## config.mk

```make
export PLATFORM = sky130hd
export DESIGN_NAME = bp_port_scheduler
export DESIGN_NICKNAME = d
export VERILOG_FILES = /design/src/rtl/bp_port_scheduler.sv
export SDC_FILE = /design/constraint.sdc
export NUM_CORES = 1
export LEC_CHECK = 0
export CORE_UTILIZATION = 35
export CTS_CLUSTER_DIAMETER = 200
export DETAILED_ROUTE_END_ITERATION = 7
export DONT_BUFFER_PORTS = 1
export MAX_ROUTING_LAYER = met4
export PLACE_DENSITY = 0.57
export SLEW_MARGIN = 20
export SYNTH_ARGS = -nofsm -noshare
export SYNTH_HDL_FRONTEND = slang
export SYNTH_SLANG_ARGS = --single-unit
```

## constraint.sdc

```tcl
create_clock -name clk_in -period 6.8 [get_ports clk_in]
set_input_delay 1.36 -clock clk_in [delete_from_list [all_inputs] [get_ports clk_in]]
set_output_delay 1.36 -clock clk_in [all_outputs]
set_load 0.1 [all_outputs]
```

## src/rtl/bp_port_scheduler.sv

```systemverilog
// Arbitrates the branch predictor's single PC port between fetch lookups and
// queued training updates from two branch units, with starvation and full-FIFO overrides.
module bp_port_scheduler #(
  parameter int DEPTH        = 4,
  parameter int STARVE_LIMIT = 8
) (
  input  logic                       clk_in,
  input  logic                       rst_n_in,

  input  logic                       lookup_valid_in,
  input  logic [31:0]                lookup_pc_in,
  output logic                       lookup_ready_out,
  output logic                       pred_valid_out,
  output logic                       pred_taken_out,

  input  logic                       res0_valid_in,
  input  logic [31:0]                res0_pc_in,
  input  logic                       res0_taken_in,
  input  logic                       res1_valid_in,
  input  logic [31:0]                res1_pc_in,
  input  logic                       res1_taken_in,
  output logic                       res_ready_out,
  output logic [$clog2(DEPTH+1)-1:0] count_out,

  output logic [31:0]                bp_pc_out,
  output logic                       bp_update_valid_out,
  output logic                       bp_correct_branch_out,
  input  logic                       bp_taken_in
);

  localparam int PW = $clog2(DEPTH);
  localparam int CW = $clog2(DEPTH + 1);
  localparam int SW = $clog2(STARVE_LIMIT + 1);

  localparam logic [CW-1:0] DEPTH_C = CW'(DEPTH);
  localparam logic [CW-1:0] ROOM_C  = CW'(DEPTH - 2);
  localparam logic [SW-1:0] LIMIT_C = SW'(STARVE_LIMIT);

  typedef enum logic [1:0] {
    GRANT_IDLE,
    GRANT_LOOKUP,
    GRANT_UPDATE
  } grant_e;

  logic [32:0]   mem_q [DEPTH];
  logic [PW-1:0] head_q, head_d;
  logic [PW-1:0] tail_q, tail_d;
  logic [PW-1:0] tail1;
  logic [CW-1:0] count_q, count_d;
  logic [SW-1:0] starve_q, starve_d;
  logic          pred_valid_q, pred_valid_d;

  grant_e        grant;
  logic          push0, push1, pop;
  logic [32:0]   head_entry;

  assign head_entry = mem_q[head_q];

  // Only registered count feeds the ready, so a same-cycle pop never widens the window.
  assign res_ready_out = rst_n_in && (count_q <= ROOM_C);
  assign push0         = res_ready_out && res0_valid_in;
  assign push1         = res_ready_out && res1_valid_in;
  assign tail1         = tail_q + PW'(push0);

  always_comb begin
    grant = GRANT_IDLE;
    if (!rst_n_in) begin
      grant = GRANT_IDLE;
    end else if ((count_q != '0) &&
                 (!lookup_valid_in || (starve_q >= LIMIT_C) || (count_q == DEPTH_C))) begin
      grant = GRANT_UPDATE;
    end else if (lookup_valid_in) begin
      grant = GRANT_LOOKUP;
    end
  end

  assign pop = (grant == GRANT_UPDATE);

  always_comb begin
    bp_pc_out             = '0;
    bp_update_valid_out   = 1'b0;
    bp_correct_branch_out = 1'b0;
    lookup_ready_out      = 1'b0;
    case (grant)
      GRANT_UPDATE: begin
        bp_pc_out             = head_entry[32:1];
        bp_correct_branch_out = head_entry[0];
        bp_update_valid_out   = 1'b1;
      end
      GRANT_LOOKUP: begin
        bp_pc_out        = lookup_pc_in;
        lookup_ready_out = 1'b1;
      end
      default: begin
        bp_pc_out = '0;
      end
    endcase
  end

  always_comb begin
    head_d       = head_q + PW'(pop);
    tail_d       = tail_q + PW'(push0) + PW'(push1);
    count_d      = count_q + CW'(push0) + CW'(push1) - CW'(pop);
    pred_valid_d = (grant == GRANT_LOOKUP);
    starve_d     = starve_q;
    if (pop || (count_q == '0)) begin
      starve_d = '0;
    end else if (starve_q != LIMIT_C) begin
      starve_d = starve_q + SW'(1);
    end
  end

  always_ff @(posedge clk_in or negedge rst_n_in) begin
    if (!rst_n_in) begin
      head_q       <= '0;
      tail_q       <= '0;
      count_q      <= '0;
      starve_q     <= '0;
      pred_valid_q <= 1'b0;
    end else begin
      head_q       <= head_d;
      tail_q       <= tail_d;
      count_q      <= count_d;
      starve_q     <= starve_d;
      pred_valid_q <= pred_valid_d;
    end
  end

  // Storage needs no reset: stale slots are unreachable once the pointers clear.
  always_ff @(posedge clk_in) begin
    if (push0) begin
      mem_q[tail_q] <= {res0_pc_in, res0_taken_in};
    end
    if (push1) begin
      mem_q[tail1] <= {res1_pc_in, res1_taken_in};
    end
  end

  assign count_out      = count_q;
  assign pred_valid_out = pred_valid_q;
  assign pred_taken_out = pred_valid_q && bp_taken_in;

endmodule

```

==> flow_summary.json <==
{
  "synth_warnings": 0,
  "finalClockSkew_ns": 0.006988,
  "p_leak_nw": 3.103,
  "area_growth_pct": 14.53,
  "fin_crit_sh_pct": 78.78,
  "cts_tree": "yes",
  "cp.arrival_ns": 4.00,
  "setup_tns_ns": 0,
  "hold_viol": 0,
  "grt_overflow": 0,
  "min-delay-path-class": "reg -> reg",
  "row_count": 53,
  "final_cells": 751,
  "power.density_mw_per_mm2": 422.4,
  "ys_seq_area_share_pct": 55.78,
  "final_nets": 580,
  "remaining_drc_errors": 0,
  "clk_latency_ns": 0.42,
  "yosys_register_bits": 144,
  "place.gp.congestion": 0.7242,
  "placed_cells": 721,
  "grt_pass1_vias": 4507,
  "drtIter0Drc": 110,
  "dp_hpwl_um": 11270,
  "clock-sinks": 144,
  "maxCapViolations": 0,
  "syn_area_mm2": 0.007645,
  "cts_made_buffers": 17,
  "syn_area_per_cell_um2": 17.45,
  "ys_types": 36,
  "synth_ff_type": "edfxtp_1",
  "drt_wl_total_um": 18400,
  "path_max_fanout": 21,
  "setup_viol": 0,
  "antenna_found_initial": 0,
  "setup_ws_ns": 1.443,
  "cts_max_path_buffers": 2,
  "htree_levels": 4,
  "io_pins": 145,
  "slew_headroom_pct": 28.17,
  "pre_cts_slack_ns": 1.363,
  "crit_path_end_kind": "output port",
  "vias": 4058,
  "port-buffer-count": 0,
  "grt_start_max_net_pins": 35,
  "die_width_um": 149.8,
  "synth_nets": 553,
  "mostFrequentLayoutCell": "edfxtp_1",
  "required_ns": 5.44,
  "clock-root-buffer": "clkbuf_16",
  "die_y_um": 149.8,
  "viasPerCell": 5.403,
  "outcome": "finished clean",
  "cts_hold_buf": 0,
  "path_class": "reg -> out",
  "wl_per_cell_um": 24.50,
  "syn_inst": 438,
  "diodes": 0,
  "drt_pre_antenna_iters": 4,
  "ir_drop_uv": 170.5,
  "antenna_left": 0,
  "final.min_clock_period_ns": 5.357,
  "coreArea_mm2": 0.02122,
  "grt_first_pass_wirelength_um": 27260,
  "fin_util_pct": 41.26,
  "path_clk_slew_ns": 0.06,
  "async_flop_share_pct": 8.333,
  "startpoint_type": "flip-flop",
  "die-area_mm2": 0.02244,
  "synth-edff-count": 132,
  "final_cell_mix": "edfxtp_1, mux2_2, buf_4",
  "grt_usage_pct": 17.79,
  "start_util_pct": 36.03,
  "cts_resized": 0,
  "tightest_slew_ns": 1.077,
  "fmax_mhz": 186.7,
  "slew_violations": 0,
  "postCtsSetupBuffers": 0,
  "drive_above_1_share_pct": 51.47,
  "rsz0062_at_grt": "false"
}
-- worst max-delay path, stage by stage (launching register included) --
cell	delay, ns
dfrtp_1	1.06
or3_1	0.26
o311ai_0	0.19
inv_1	0.10
ha_2	0.59
nor2b_4	0.51
buf_4	0.36
a22o_1	0.20
buf_4	0.29
-- routing by layer --
layer	track usage (%)	share of wire, %
met1	19.56	39
met2	31.23	54
met3	4.817	5.2
met4	5.455	1.3
met5	-	0
-- through the flow --
step / total power, mW / cell area (µm²) / hold slack, ns
after CTS: 3.745 / 8753 / 0.5045
after global placement: 2.716 / 8123 / 0.5010
final: 3.699 / 8756 / 0.5022
after floorplan: 2.432 / 7645 / 0.4642
after detailed placement: 2.743 / 8134 / 0.4910
after global routing: 3.858 / 8756 / 0.5234
-- cell usage after synthesis, types with 2 or more instances --
library cell / n / share of area [%]
a22o_1: 32 / 3.7
edfxtp_1: 132 / 52
nand3_1: 2 / 0.13
nand2b_1: 3 / 0.25
nand2_1: 2 / 0.098
nor2b_1: 2 / 0.16
dfrtp_1: 12 / 3.9
mux2_2: 112 / 16
xor2_1: 2 / 0.23
inv_1: 11 / 0.54
and2_1: 3 / 0.25
nor2_1: 5 / 0.25
ha_1: 9 / 1.5
nand3b_1: 2 / 0.20
buf_2: 5 / 0.33
fa_1: 2 / 0.52
buf_6: 12 / 1.8
xnor2_1: 3 / 0.34
clkbuf_1: 12 / 0.59
mux2_4: 20 / 3.9
mux4_2: 33 / 9.7
o2111ai_4: 4 / 1.4
o21ai_0: 5 / 0.33
-- state kept, by name, indices dropped and copies added, names as in the netlist --
name,count
count_out,3
tail_q,2
starve_q,4
mem_q,132
pred_valid_out,1
head_q,2
-- layout make-up --
| class | instances | area [µm²] |
|---|---|---|
| multi-input combinational | 253 | 3196 |
| tap | 275 | 344.1 |
| sequential | 144 | 4267 |
| inverter | 11 | 41.29 |
| clock inverter | 13 | 193.9 |
| clock buffer | 17 | 425.4 |
| timing repair buffer | 38 | 289.0 |
| fill | 1932 | 12460 |
-- path summary, 6_finish.rpt --
| kind | start | to | slack [ns] | depth (start not counted) |
|---|---|---|---|---|
| worst min-delay path | head_q[0] | head_q[0] | 0.50 | 1 |
| worst max register to register | count_out[1] | mem_q[2][19] | 2.22 | 10 |
| worst min register to register | head_q[0] | head_q[0] | 0.50 | 1 |
| max in group asynchronous | rst_n_in | head_q[1] | 6.08 | 0 |
| min in group asynchronous | rst_n_in | count_out[2] | 0.63 | 0 |
| worst max-delay path | count_out[0] | bp_pc_out[25] | 1.44 | 8 |
-- cells by family after synthesis --
family,Yosys count,share of synthesized area (%)
compound gates,45,5.745
xor+xnor,7,0.9986
fa+ha+maj,11,1.997
buf+inv,41,3.273
flops,144,55.78
mux,166,30.28
simple gates,24,1.932
-- where the power goes --
group | switching (mW) | leakage, nW | internal, mW
clock network | 0.355 | 0.295 | 0.642
logic | 0.900 | 1.47 | 0.491
registers | 0.168 | 1.34 | 1.14
total | 1.42 | 3.10 | 2.27
Power figures use the tool's default switching activity.
